### config.mk
export PLATFORM = sky130hd
export DESIGN_NAME = vga_timing_gen
export DESIGN_NICKNAME = d
export VERILOG_FILES = /design/src/rtl/vga_timing_pkg.sv /design/src/rtl/vga_axis_counter.sv /design/src/rtl/vga_timing_gen.sv
export SDC_FILE = /design/constraint.sdc
export NUM_CORES = 1
export LEC_CHECK = 0
export CORE_ASPECT_RATIO = 1.4
export CORE_MARGIN = 5
export CORE_UTILIZATION = 60
export CTS_CLUSTER_SIZE = 24
export DETAILED_ROUTE_END_ITERATION = 7
export PLACE_DENSITY = 0.87
export SLEW_MARGIN = 30
export SYNTH_ARGS = -nofsm -noshare
export SYNTH_HDL_FRONTEND = slang
export SYNTH_HIERARCHICAL = 1
export SYNTH_SLANG_ARGS = --single-unit
### constraint.sdc
create_clock -name CLK -period 14.64 [get_ports CLK]
set_input_delay 2.196 -clock CLK [delete_from_list [all_inputs] [get_ports CLK]]
set_output_delay 2.196 -clock CLK [all_outputs]
set_load 0.01 [all_outputs]
### src/rtl/vga_timing_pkg.sv
// Shared constants and types for the raster timing generator.
// Defaults describe 640x480@60 on an 800x525 total raster.
package vga_timing_pkg;

    localparam int unsigned CountW = 14;
    localparam int unsigned AddrW  = 24;

    localparam int unsigned DefHSize = 640;
    localparam int unsigned DefHFp   = 16;
    localparam int unsigned DefHSw   = 96;
    localparam int unsigned DefHBp   = 48;
    localparam int unsigned DefVSize = 480;
    localparam int unsigned DefVFp   = 10;
    localparam int unsigned DefVSw   = 2;
    localparam int unsigned DefVBp   = 33;

    typedef enum logic [1:0] {
        RegActive,
        RegFp,
        RegSync,
        RegBp
    } axis_region_e;

    // Total period of one axis: active + front porch + sync + back porch.
    function automatic int unsigned axis_total(int unsigned size, int unsigned fp,
                                               int unsigned sw, int unsigned bp);
        return size + fp + sw + bp;
    endfunction

endpackage

### src/rtl/vga_axis_counter.sv
// One raster axis: wrapping position counter plus region decode.
// count/active/sync describe the position entered at the next edge so the top can register them.
module vga_axis_counter
    import vga_timing_pkg::*;
#(
    parameter int unsigned SIZE = DefHSize,
    parameter int unsigned FP   = DefHFp,
    parameter int unsigned SW   = DefHSw,
    parameter int unsigned BP   = DefHBp
) (
    input  logic              CLK,
    input  logic              RESET,
    input  logic              step,
    output logic [CountW-1:0] count,
    output logic              active,
    output logic              sync,
    output logic              wrap
);

    localparam int unsigned Total = axis_total(SIZE, FP, SW, BP);

    localparam logic [CountW-1:0] Last    = CountW'(Total - 1);
    localparam logic [CountW-1:0] SizeEnd = CountW'(SIZE);
    localparam logic [CountW-1:0] FpEnd   = CountW'(SIZE + FP);
    localparam logic [CountW-1:0] SyncEnd = CountW'(SIZE + FP + SW);

    logic [CountW-1:0] count_q, count_d;
    axis_region_e      region;

    // Parks on the last position so the first step lands on zero.
    always_ff @(posedge CLK or posedge RESET) begin
        if (RESET) begin
            count_q <= Last;
        end else begin
            count_q <= count_d;
        end
    end

    always_comb begin
        wrap    = step && (count_q == Last);
        count_d = count_q;
        if (step) begin
            count_d = wrap ? '0 : count_q + CountW'(1);
        end
    end

    always_comb begin
        if (count_d < SizeEnd) begin
            region = RegActive;
        end else if (count_d < FpEnd) begin
            region = RegFp;
        end else if (count_d < SyncEnd) begin
            region = RegSync;
        end else begin
            region = RegBp;
        end
    end

    assign count  = count_d;
    assign active = (region == RegActive);
    assign sync   = (region == RegSync);

endmodule

### src/rtl/vga_timing_gen.sv
// Raster timing source: syncs, DE, coordinates, start pulses and framebuffer read address.
// All outputs are registered from the same next-position decode, so they never skew.
module vga_timing_gen
    import vga_timing_pkg::*;
#(
    parameter int unsigned HSIZE  = DefHSize,
    parameter int unsigned HFP    = DefHFp,
    parameter int unsigned HSW    = DefHSw,
    parameter int unsigned HBP    = DefHBp,
    parameter int unsigned VSIZE  = DefVSize,
    parameter int unsigned VFP    = DefVFp,
    parameter int unsigned VSW    = DefVSw,
    parameter int unsigned VBP    = DefVBp,
    parameter logic        HS_POL = 1'b0,
    parameter logic        VS_POL = 1'b0
) (
    input  logic              CLK,
    input  logic              RESET,
    input  logic              EN,
    input  logic              Reverse_SW,
    output logic              Hsync,
    output logic              Vsync,
    output logic              DE,
    output logic [CountW-1:0] hpos,
    output logic [CountW-1:0] vpos,
    output logic              line_start,
    output logic              frame_start,
    output logic [AddrW-1:0]  rd_addr
);

    localparam logic [AddrW-1:0] LineStep = AddrW'(HSIZE);
    localparam logic [AddrW-1:0] RevBase  = AddrW'((VSIZE - 1) * HSIZE);

    logic [CountW-1:0] h_count, v_count;
    logic              h_active, h_sync, h_wrap;
    logic              v_active, v_sync, v_wrap;
    logic              v_step;
    logic              de_d;

    logic              rev_q;
    logic [AddrW-1:0]  line_base_q, line_base_d;

    logic              hsync_q, vsync_q, de_q, line_start_q, frame_start_q;
    logic [CountW-1:0] hpos_q, vpos_q;
    logic [AddrW-1:0]  rd_addr_q;

    assign v_step = EN && h_wrap;

    vga_axis_counter #(
        .SIZE (HSIZE),
        .FP   (HFP),
        .SW   (HSW),
        .BP   (HBP)
    ) u_h_counter (
        .CLK    (CLK),
        .RESET  (RESET),
        .step   (EN),
        .count  (h_count),
        .active (h_active),
        .sync   (h_sync),
        .wrap   (h_wrap)
    );

    vga_axis_counter #(
        .SIZE (VSIZE),
        .FP   (VFP),
        .SW   (VSW),
        .BP   (VBP)
    ) u_v_counter (
        .CLK    (CLK),
        .RESET  (RESET),
        .step   (v_step),
        .count  (v_count),
        .active (v_active),
        .sync   (v_sync),
        .wrap   (v_wrap)
    );

    assign de_d = h_active && v_active;

    // Line base walks by HSIZE per active line; direction is fixed for the whole frame.
    always_comb begin
        line_base_d = line_base_q;
        if (v_wrap) begin
            line_base_d = Reverse_SW ? RevBase : '0;
        end else if (v_step && v_active) begin
            line_base_d = rev_q ? line_base_q - LineStep : line_base_q + LineStep;
        end
    end

    always_ff @(posedge CLK or posedge RESET) begin
        if (RESET) begin
            rev_q       <= 1'b0;
            line_base_q <= '0;
        end else begin
            line_base_q <= line_base_d;
            if (v_wrap) begin
                rev_q <= Reverse_SW;
            end
        end
    end

    always_ff @(posedge CLK or posedge RESET) begin
        if (RESET) begin
            hsync_q       <= ~HS_POL;
            vsync_q       <= ~VS_POL;
            de_q          <= 1'b0;
            line_start_q  <= 1'b0;
            frame_start_q <= 1'b0;
            hpos_q        <= '0;
            vpos_q        <= '0;
            rd_addr_q     <= '0;
        end else if (EN) begin
            hsync_q       <= h_sync ? HS_POL : ~HS_POL;
            vsync_q       <= v_sync ? VS_POL : ~VS_POL;
            de_q          <= de_d;
            line_start_q  <= h_wrap;
            frame_start_q <= v_wrap;
            if (de_d) begin
                hpos_q    <= h_count;
                vpos_q    <= v_count;
                rd_addr_q <= line_base_d + AddrW'(h_count);
            end
        end
    end

    assign Hsync       = hsync_q;
    assign Vsync       = vsync_q;
    assign DE          = de_q;
    assign hpos        = hpos_q;
    assign vpos        = vpos_q;
    assign line_start  = line_start_q;
    assign frame_start = frame_start_q;
    assign rd_addr     = rd_addr_q;

endmodule
After elaboration in Yosys (flattened, before gate mapping)
Index checks and enable logic that the tools add are counted.
{ "totals": {"ff_bits": 110, "out_inout_bits": 57, "word_cells": 51} }
{ "classes": {"add_sub_neg": 5, "n_lt_le_gt_ge": 6, "eq_ne": 4, "muxes": 16, "reduce_logical": 8} }
{ "op_table": {"columns": ["operator", "count"], "rows": [
  ["$mux W24", 3],
  ["$mux W14", 4],
  ["$lt A14 B10 Y1 const B", 3],
  ["$lt A14 B9 Y1 const B", 3],
  ["$add A14 B1 Y14 const B", 2],
  ["$eq A14 B10 Y1 const B", 2],
  ["$add A24 B10 Y24 const B", 1],
  ["$add A24 B14 Y24", 1],
  ["$sub A24 B10 Y24 const B", 1],
  ["$mux W19", 1],
  ["$mux W2", 4],
  ["$logic_and A1 B1 Y1", 5],
  ["$eq A2 B2 Y1 const B", 2],
  ["$logic_not A2 Y1", 2],
  ["$mux W1", 4],
  ["$reduce_and A2 Y1", 1]
]} }

Logic depth before layout (Yosys ltp)
Gate-level depths: netlist (run 1).
{ "logic_depth": {"word_depth": 15, "mapped_depth": 26, "depth_no_buf": 23} }

Modules after synthesis
Netlist (run 1), hierarchy kept.
{ "modules_own_cells": {"columns": ["module", "instances", "cells_per_inst", "area_per_inst_um2", "seq_area_each_um2"], "rows": [
  ["vga_timing_gen", 1, 454, 4599.4, 2054.5],
  ["vga_axis_counter at u_v_counter", 1, 93, 943.4, 354.1],
  ["vga_axis_counter at u_h_counter", 1, 72, 788.3, 359.1]
]} }

Least setup slack after synthesis (run 1)
OpenSTA, ideal clock, no wires.
{ "synth_path": {"kind": "input -> register", "start": "in EN", "end": "reg rd_addr_q[23] (netlist: rd_addr[23])", "setup_time_ns": 0.129, "arrival_time_ns": 6.688, "t_required_ns": 14.511, "slack_ns": 7.823, "cell_stages": 21, "path_cell_list": "nand4_2 -> nor4_4 -> and2_1 -> nor4b_1 -> nand4_1 -> nor4_4 -> o32ai_1 -> nor2b_1 -> and3_1 -> clkbuf_1 -> buf_1 -> nor2_1 -> a211oi_1 -> ha_1 -> nand3_1 -> or2_2 -> o21ai_0 -> nand3_1 -> nor4_4 -> xnor2_1 -> o21ai_1"} }
{ "synth_via": {"elab_chain_len": 14, "elab_cells_between_ends": 27, "classes_between": "add/sub (1); order compare (6); mux (12); reduce/logical (8)"} }
{ "synth_rtl": {"columns": ["element", "line", "rtl"], "rows": [
  ["from (decl)", "vga_timing_gen.sv:19", "input logic EN,"],
  ["$logic_and A1 B1 Y1 *", "vga_axis_counter.sv:40", "wrap = step && (count_q == Last);"],
  ["via h_wrap", "vga_timing_gen.sv:35", "logic h_active, h_sync, h_wrap;"],
  ["$logic_and A1 B1 Y1 *", "vga_timing_gen.sv:47", "assign v_step = EN && h_wrap;"],
  ["via v_step", "vga_timing_gen.sv:37", "logic v_step;"],
  ["$logic_and A1 B1 Y1 *", "vga_axis_counter.sv:40", null],
  ["via v_wrap", "vga_timing_gen.sv:36", "logic v_active, v_sync, v_wrap;"],
  ["$mux W14 *", "vga_axis_counter.sv:43", "count_d = wrap ? '0 : count_q + CountW'(1);"],
  ["$mux W14 *", "vga_axis_counter.sv:42", "if (step) begin"],
  ["[... 3 more ...]", null, null],
  ["$mux W2 *", "vga_axis_counter.sv:48", "if (count_d < SizeEnd) begin"],
  ["$logic_not A2 Y1 *", "vga_axis_counter.sv:60", "assign active = (region == RegActive);"],
  ["via v_active", "vga_timing_gen.sv:36", null],
  ["$logic_and A1 B1 Y1 *", "vga_timing_gen.sv:86", "end else if (v_step && v_active) begin"],
  ["$mux W24 *", "vga_timing_gen.sv:86", null],
  ["$mux W24 *", "vga_timing_gen.sv:84", "if (v_wrap) begin"],
  ["via line_base_d[9]", "vga_timing_gen.sv:41", "logic [AddrW-1:0] line_base_q, line_base_d;"],
  ["$add A24 B14 Y24 *", "vga_timing_gen.sv:122", "rd_addr_q <= line_base_d + AddrW'(h_count);"],
  ["to (signal assigned)", "vga_timing_gen.sv:122", null],
  ["to (decl)", "vga_timing_gen.sv:45", "logic [AddrW-1:0] rd_addr_q;"]
]} }
Mark *: on every way through the listed nets, which the timed path passes. The rest lies on a longest branch.
A chain may end at the register's enable or synchronous reset.

Worst setup path in the final report (run 1)
{ "layout_path": {"start": "in EN", "end": "reg rd_addr_q[23] (netlist: rd_addr[23])"} }
{ "layout_via": {"elab_chain_len": 14, "elab_cells_between_ends": 27, "classes_between": "add/sub (1); order compare (6); mux (12); reduce/logical (8)"} }
{ "layout_rtl": {"columns": ["element", "line", "rtl"], "rows": [
  ["$logic_and A1 B1 Y1 *", "vga_axis_counter.sv:40", null],
  ["via h_wrap", "vga_timing_gen.sv:35", null],
  ["$logic_and A1 B1 Y1 *", "vga_timing_gen.sv:47", null],
  ["via v_step", "vga_timing_gen.sv:37", null],
  ["$logic_and A1 B1 Y1", "vga_axis_counter.sv:40", null],
  ["$mux W14", "vga_axis_counter.sv:43", null],
  ["$mux W14 *", "vga_axis_counter.sv:42", null],
  ["$lt A14 B9 Y1", "vga_axis_counter.sv:52", "end else if (count_d < SyncEnd) begin"],
  ["[... 2 more ...]", null, null],
  ["$mux W2 *", "vga_axis_counter.sv:48", null],
  ["$logic_not A2 Y1 *", "vga_axis_counter.sv:60", null],
  ["via v_active", "vga_timing_gen.sv:36", null],
  ["$logic_and A1 B1 Y1 *", "vga_timing_gen.sv:86", null],
  ["$mux W24 *", "vga_timing_gen.sv:86", null],
  ["$mux W24 *", "vga_timing_gen.sv:84", null],
  ["via line_base_d[11]", "vga_timing_gen.sv:41", null],
  ["$add A24 B14 Y24 *", "vga_timing_gen.sv:122", null]
]} }
Marked as above.

==> flow_metrics.tcl, run 1 <==
set metrics [dict create \
    outcome "finished clean" \
    cts_tree "yes" \
    mappedNetlistNets 657 \
    skew_ns 0.0127 \
    fmax_ghz 0.117 \
    ir_drop_mv 0.0812 \
    insertion_delay_ns 0.35 \
    grtUsageTotal_pct 23.8 \
    finalWeightedCongestion 0.923 \
    clock_path_buffers 2 \
    clk_pin_slew_worst_paths_ns 0.07 \
    final_common_cell "dfrtp_1" \
    mostFrequentLayoutCells "dfrtp_1 (98), nand2_1 (60), clkdlybuf4s50_1 (60)" \
    cts-resized-gates 0 \
    worst_pin_slew_ns 0.784 \
    core_um2 10300 \
    powerDensity_nw_per_um2 91.1 \
    final_antenna_net_count 0 \
    grtUsageMet3_pct 3.45 \
    cts-root-buf "clkbuf_16" \
    setup-tns-final_ns 0 \
    drc 0 \
    yosysWarnings 6 \
    cts_buffers 9 \
    vias 4963 \
    cap_violations 0 \
    regToRegStartpoint "u_h_counter/count_q[0]" \
    endpoint "rd_addr[23]" \
    vias_per_cell 6.08 \
    holdPathStages 2 \
    grt_max_degree 46 \
    power.total_uw 673 \
    die_area_um2 12700 \
    hpwl_um 10900 \
    p_leak_uw 0.00339 \
    maxSlewHeadroom_pct 47.7 \
    fin_hold_ws_ns 0.479 \
    avgSynthCellArea_um2 10.2 \
    die_h_um 132 \
    pin_count 61 \
    fin_crit_ns 8.52 \
    synthArstFlopShare_pct 100 \
    setup_viol 0 \
    detail_route.first_pass.iterations 5 \
    grt_use_met1_pct 30.3 \
    die_w_um 96.8 \
    final_nets 711 \
    cts.sinks 110 \
    grt_pass1_wl_um 25200 \
    gr-total-overflow 0 \
    areaGrowthSynthToFinish_pct 16.6 \
    syn_inst 619 \
    drive_above_1_share_pct 14.3 \
    finalCritPeriodShare_pct 58.2 \
    seq_area_frac_synth_pct 43.7 \
    critPathLaunchType "input port" \
    hold_viol_final 0 \
    min_path_type "reg2reg" \
    wire_per_inst_um 18.1 \
    worstPathRequired_ns 14.85 \
    synth_flop_cell "dfrtp_1" \
    rows 44 \
    r2r_cells 20 \
    ctsHoldBuffers 0 \
    rrSetupSlack_ns 8.13 \
    setup.worst_path.start "EN" \
    crit_type "in2reg" \
    cts_max_level 3 \
    rsz0062_at_grt "false" \
    top_usage_layer "met2" \
    yosysUniqueCellTypes 78 \
    path_max_fanout 20 \
    postCtsSetupBuffers 0 \
    worstPathArrival_ns 8.73 \
    ys_seq_elements 110 \
    r2r-end "rd_addr[23]" \
    end_kind "flip-flop" \
    diodes 0 \
    wl_um 14700 \
    first_iter_violations 237 \
    synth_enable_flop_cells 0 \
    grt_pass1_vias 5146 \
    antenna_found_initial 0 \
    grtUsageMet2_pct 40.6 \
    drv_slew 0 \
    port_buffers 60 \
    start_util_pct 61.2 \
    syn_area_um2 6330 \
]
layout make-up:
cell class | instances | area, um2
inverter | 26 | 98.8
clock buffer | 14 | 294
fill | 805 | 2970
multi-input combinational | 463 | 3370
clock inverter | 2 | 60.1
timing repair buffer | 63 | 623
sequential | 110 | 2770
tap | 138 | 173
metrics by stage:
stage          area (um2)  util, %  std cells  setup slack [ns]
2_1_floorplan        6330        -        619              7.82
3_3_place_gp         7030     67.9        800              6.01
3_5_place_dp         7030     67.9        800              5.90
4_1_cts              7380     71.3        816              6.20
5_1_grt              7380     71.3        816              5.59
6_report             7380     71.3        816              6.12
sequential cells by signal, summed over array words and instances (netlist names):
| register | count |
|---|---|
| DE | 1 |
| Hsync | 1 |
| Vsync | 1 |
| frame_start | 1 |
| hpos | 14 |
| line_base_q | 24 |
| line_start | 1 |
| rd_addr | 24 |
| rev_q | 1 |
| u_h_counter/count_q | 14 |
| u_v_counter/count_q | 14 |
| vpos | 14 |
cells in the mapped netlist (7+ instances only):
cell      count  share of area (%)
dfrtp_1      98                 39
xnor2_1      30                4.2
dfstp_2      12                5.0
nor2_1       34                2.0
nor3_1       10               0.79
inv_1        26                1.5
ha_1         32                6.3
o21ai_1       8               0.63
nand3_1      26                2.1
nand4_1      12                1.2
a21oi_1      29                2.3
nor2b_1      12                1.2
xor2_1       21                2.9
and3_1        7               0.69
or3_1         7               0.69
nand2_1      60                3.6
mux2_2       32                5.7
o21ai_0      37                2.9
clkbuf_1     12               0.71
logic make-up (layout without fill, tap and decap cells):
kind of cell	count (synthesis)	count (layout)	synth area share (%)
and+or+nand+nor	222	222	20.5
xor gates and xnor gates	51	51	7.06
AOI/OAI and AO/OA	118	118	12.0
adders and majority gates	34	34	6.96
buffers and inverters	46	105	3.18
muxes	38	38	6.64
DFF	110	110	43.7
critical path, cell delays in order:
cell,delay [ns]
clkdlybuf4s50_1,0.86
nand4_2,0.24
nor4_4,0.59
and2_1,0.48
and3_1,0.43
nand4_1,0.16
xor2_1,0.20
a2111o_1,0.19
nor2b_1,0.24
and3_1,0.70
nand2_1,0.14
a31oi_1,0.33
ha_1,0.26
nand2_1,0.08
or2_2,0.31
o21ai_0,0.45
nand3_1,0.29
nor4_4,0.34
xnor2_1,0.15
o21ai_1,0.07
where the power goes:
part	leakage (uW)	internal (uW)	total, uW	switching, uW
Clock	0.000175	174	283	109
Combinational	0.00174	22.7	63.1	40.3
Sequential	0.00147	316	327	11.1
how the worst min path moves through the flow:
| stage | from | endpoint | slack (ns) |
|---|---|---|---|
| global route | Hsync | Hsync | 0.51 |
| finish | rd_addr[3] | rd_addr[3] | 0.48 |
| CTS | rd_addr[3] | rd_addr[3] | 0.49 |
| floorplan | Hsync | Hsync | 0.47 |
| detailed placement | rd_addr[3] | rd_addr[3] | 0.47 |
| global placement | rd_addr[13] | rd_addr[13] | 0.46 |
per-layer routing:
| metal | part of all wire [%] | vias to the layer above |
|---|---|---|
| met5 | 0 | - |
| met4 | 2.4 | 0 |
| met3 | 4.8 | 30 |
| met2 | 51 | 160 |
| met1 | 41 | 2446 |
| li1 | - | 2327 |
(Power assumes the default switching activity.)
==> run 2: changes to the inputs <==
--- a/config.mk
+++ b/config.mk
@@ -7,10 +7,10 @@
 export LEC_CHECK = 0
 export CORE_ASPECT_RATIO = 1.4
 export CORE_MARGIN = 5
-export CORE_UTILIZATION = 60
+export CORE_UTILIZATION = 58
 export CTS_CLUSTER_SIZE = 24
 export DETAILED_ROUTE_END_ITERATION = 7
-export PLACE_DENSITY = 0.87
+export PLACE_DENSITY = 0.85
 export SLEW_MARGIN = 30
 export SYNTH_ARGS = -nofsm -noshare
 export SYNTH_HDL_FRONTEND = slang
==> constraint.sdc (replaced) <==
create_clock -name CLK -period 8.83 [get_ports CLK]
set_input_delay 1.3245 -clock CLK [delete_from_list [all_inputs] [get_ports CLK]]
set_output_delay 1.3245 -clock CLK [all_outputs]
set_load 0.01 [all_outputs]
==> run 2 against run 1 <==
Largest power group unchanged. Count of clock-buffer cells in the layout shrank 2. Worst hold slack gained 0.00063 ns. Cell count grew 0.49%. Highest routed layer unchanged. Non-clock buffer count grew 1. Clock skew shrank 0.0056 ns. Core utilization shrank 3.1 points. Largest cell class unchanged.
==> flow_metrics.tcl, run 2 (synthesis results as in run 1) <==
set metrics [dict create \
    cts_max_level 3 \
    die_h_um 134 \
    hpwl_um 10600 \
    first_iter_violations 355 \
    wire_per_inst_um 17.6 \
    rrSetupSlack_ns 2.35 \
    powerDensity_nw_per_um2 141 \
    finalCritPeriodShare_pct 83.5 \
    clk_pin_slew_worst_paths_ns 0.07 \
    diodes 0 \
    skew_ns 0.00705 \
    vias_per_cell 6.02 \
    hold_viol_final 0 \
    cts-root-buf "clkbuf_16" \
    crit_type "in2reg" \
    wl_um 14400 \
    min_path_type "reg2reg" \
    die_area_um2 13100 \
    cts-resized-gates 0 \
    p_leak_uw 0.00336 \
    grtUsageTotal_pct 22.9 \
    end_kind "flip-flop" \
    fillers 795 \
    cap_violations 0 \
    clock_path_buffers 2 \
    cts_buffers 9 \
    core_um2 10800 \
    vias 4936 \
    worstPathRequired_ns 9.06 \
    port_buffers 60 \
    cts_tree "yes" \
    ir_drop_mv 0.144 \
    grt_pass1_wl_um 24600 \
    drive_above_1_share_pct 14.3 \
    fin_crit_ns 7.38 \
    path_max_fanout 20 \
    fmax_ghz 0.136 \
    cts.sinks 110 \
    setup_viol 0 \
    detail_route.first_pass.iterations 5 \
    finalWeightedCongestion 0.910 \
    areaGrowthSynthToFinish_pct 15.9 \
    drv_slew 0 \
    grt_max_degree 48 \
    ctsHoldBuffers 0 \
    r2r_cells 20 \
    antenna_found_initial 0 \
    rsz0062_at_grt "false" \
    pin_count 61 \
    rows 45 \
    die_w_um 98.3 \
    critPathLaunchType "input port" \
    r2r-end "rd_addr[23]" \
    setup-tns-final_ns 0 \
    gr-total-overflow 0 \
    mostFrequentLayoutCells "dfrtp_1 (98), nand2_1 (60), clkdlybuf4s50_1 (60)" \
    final_nets 712 \
    regToRegStartpoint "u_h_counter/count_q[0]" \
    maxSlewHeadroom_pct 48.4 \
    endpoint "rd_addr[23]" \
    grt_pass1_vias 5142 \
    outcome "finished clean" \
    postCtsSetupBuffers 0 \
    worstPathArrival_ns 7.60 \
    start_util_pct 58.9 \
    fin_hold_ws_ns 0.479 \
    drc 0 \
    final_antenna_net_count 0 \
    insertion_delay_ns 0.35 \
    final_common_cell "dfrtp_1" \
    setup.worst_path.start "EN" \
    worst_pin_slew_ns 0.774 \
]
-- run 2: layout make-up --
cell class | instances | area [um2] | area share [%]
Clock buffer | 12 | 256 | 3.50
Clock inverter | 4 | 31.3 | 0.426
Inverter | 26 | 98.8 | 1.35
Multi-Input combinational cell | 463 | 3370 | 46.0
Sequential cell | 110 | 2770 | 37.7
Tap cell | 141 | 176 | 2.40
Timing Repair Buffer | 64 | 631 | 8.60
-- run 2: routing by layer --
| metal | vias to the layer above | wire (um) | track usage, % |
|---|---|---|---|
| met1 | 2428 | 5860 | 28.3 |
| met4 | 0 | 421 | 9.95 |
| li1 | 2320 | - | - |
| met2 | 154 | 7470 | 39.6 |
| met5 | - | 0 | 0 |
| met3 | 34 | 692 | 3.46 |
-- run 2: through the flow --
stage                     power, uW  setup slack, ns  std cells  utilization, %  area (um2)
final                          1040             1.45        820            68.2        7340
after global routing           1080             1.00        820            68.2        7340
after CTS                      1040             1.57        820            68.1        7330
after detailed placement        654             1.26        804            65.5        7040
after global placement          650             1.48        804            65.5        7040
after floorplan                 621             2.88        619               -        6330
-- run 2: worst min path at each step --
stage           startpoint           to  slack [ns]  cells after the start
4_1_cts        rd_addr[16]  rd_addr[16]        0.48                      2
2_1_floorplan        Hsync        Hsync        0.47                      2
3_5_place_dp   rd_addr[16]  rd_addr[16]        0.47                      2
5_1_grt         rd_addr[3]   rd_addr[3]        0.50                      2
6_report       rd_addr[17]  rd_addr[17]        0.48                      2
3_3_place_gp   rd_addr[16]  rd_addr[16]        0.46                      2
-- run 2: critical path: stages --
cell and delay (ns):
clkdlybuf4s50_1 0.46, buf_4 0.22, nand4_2 0.20, nor4_4 0.57, and2_1 0.50, and3_1 0.45, nand4_1 0.16, xor2_1 0.21
a2111o_1 0.17, nor2b_1 0.33, and3_1 0.73, nand2_1 0.10, a31oi_1 0.29, ha_1 0.29, nand3_1 0.10, or2_2 0.30
o21ai_0 0.35, nand3_1 0.26, nor4_4 0.34, xnor2_1 0.14, o21ai_1 0.08
-- run 2: power breakdown --
| part | internal, uW | total, uW | switching [uW] |
|---|---|---|---|
| Combinational | 38.1 | 104 | 66.4 |
| Clock | 208 | 391 | 183 |
| Sequential | 524 | 542 | 17.9 |
==> RTL change: new RTL, config.mk and constraints of run 1 <==
Set the parameter `VS_POL` to 1'b1 (it was 1'b0).
--- a/src/rtl/vga_timing_gen.sv
+++ b/src/rtl/vga_timing_gen.sv
@@ -13,5 +13,5 @@
     parameter int unsigned VBP    = DefVBp,
     parameter logic        HS_POL = 1'b0,
-    parameter logic        VS_POL = 1'b0
+    parameter logic        VS_POL = 1'b1
 ) (
     input  logic              CLK,
Check against the original RTL: not equivalent (Yosys sat finds a counterexample within 4 cycles, from zero or initial values and one cycle with RESET high).
==> RTL change against run 1 <==
- global-route usage up 1.7 points
- total power fell by 6.7%
- critical path depth grew 2
- first-iteration DRC count is 62% higher
- clock power shrank 17%
- sequential cell count did not move
- sequential share of layout area fell by 0.64 points
- die area rose by 3.3%
- cell area grew 1.7%
- non-clock buffer count up 1
- synthesized cell count increased by 11%
- wire length grew 11%
- worst setup slack worse by 0.28 ns
- area after synthesis increased by 3.6%
- critical path type unchanged
- critical endpoint is now rd_addr[22]$_DFFE_PP0P_
- largest cell class unchanged
==> RTL change: results (changes against run 1) <==
| Metric | Value |
|---|---|
| Reg area | `2770 µm² (about the same)` |
| Largest net degree at the start of global routing | `83 (+80%)` |
| R2r setup slk | `7.91 ns (-0.22 ns)` |
| M1 GR Usage | `30.9% (+0.59 points)` |
| DP Area | `7220 µm² (+2.7%)` |
| Hold path start | `vpos[4]$_DFFE_PP0P_` |
| Worst reg2reg path endpoint | `rd_addr[22]$_DFFE_PP0P_` |
| Top cells by area, synth | `dfrtp_1 (38%), nand2_1 (7.5%), ha_1 (6.1%)` |
| Vias in the first global route | `5580 (+8.4%)` |
| CP max FO | `19 (-5.0%)` |
| Outcome | `complete, no violations` |
| Bufs w/o clock | `64 (+1.6%)` |
| WL/cell | `18.6 µm (+2.8%)` |
| Max IR drop VDD | `0.0759 mV (-6.5%)` |
| M3 GR Usage | `3.67% (+0.22 points)` |
| Pleak | `3.49 nW (+3.2%)` |
| Met2 Resource Use GR | `43.3% (+2.7 points)` |
| Placed insts | `866 (+8.3%)` |
| Post-Layout Cell Count | `882 (+8.1%)` |
| Vias per inst | `6.20 (+1.9%)` |
| Cell variety after synth | `91 (+17%)` |
| Syn_area_per_cell | `9.55 µm² (-6.6%)` |
| WHS Endpoint | `vpos[4]$_DFFE_PP0P_` |
| Core Box Area | `10800 µm² (+4.4%)` |
| Final RePlAce weighted congestion | `0.962 (+4.2%)` |
| Starting DRT DRC Count | `385 (+62%)` |
| Multi-input comb cells | `525 (+13%)` |
| All-Layer GR Usage | `25.5% (+1.7 points)` |
| WL met2 | `8290 µm (+9.2%)` |
| Filler instances | `802 (-0.37%)` |
| Worst-case reg-to-reg path depth | `22 (+10%)` |
| WL met3 | `901 µm (+27%)` |
| Global-route wire length before repair | `27300 µm (+8.2%)` |
| Relative slew slack | `48.3% (+0.53 points)` |
-- RTL change: cell count changes after synthesis, moves of 5 or more --
cell and change:
nand2_1 +71, mux2_2 -28, o21ai_0 -10, nor2_1 +8
o21a_1 +8, a21oi_1 -7, xnor2_1 -5
-- RTL change: cells by family (layout without fill, tap and decap cells) --
group,Yosys count,after routing,synth area share (%)
simple gates,306,306,25.0
buf+inv,52,106,3.87
mux,9,9,1.45
flops,110,110,42.2
compound gates,129,129,14.6
fa+ha+maj,34,34,6.71
xor+xnor,47,47,6.27
-- RTL change: where the power goes --
group	internal, mW	switching (mW)
Combinational	0.0227	0.0427
Sequential	0.316	0.0109
Clock	0.126	0.110
Total	0.465	0.163
-- RTL change: per-stage QoR --
step	setup slack (ns)	hold WS, ns	utilization (%)
after floorplan	7.72	0.470	-
after global placement	6.01	0.457	66.8
after detailed placement	5.71	0.462	66.8
after CTS	6.00	0.480	69.5
after global routing	5.16	0.502	69.5
final	5.84	0.473	69.5
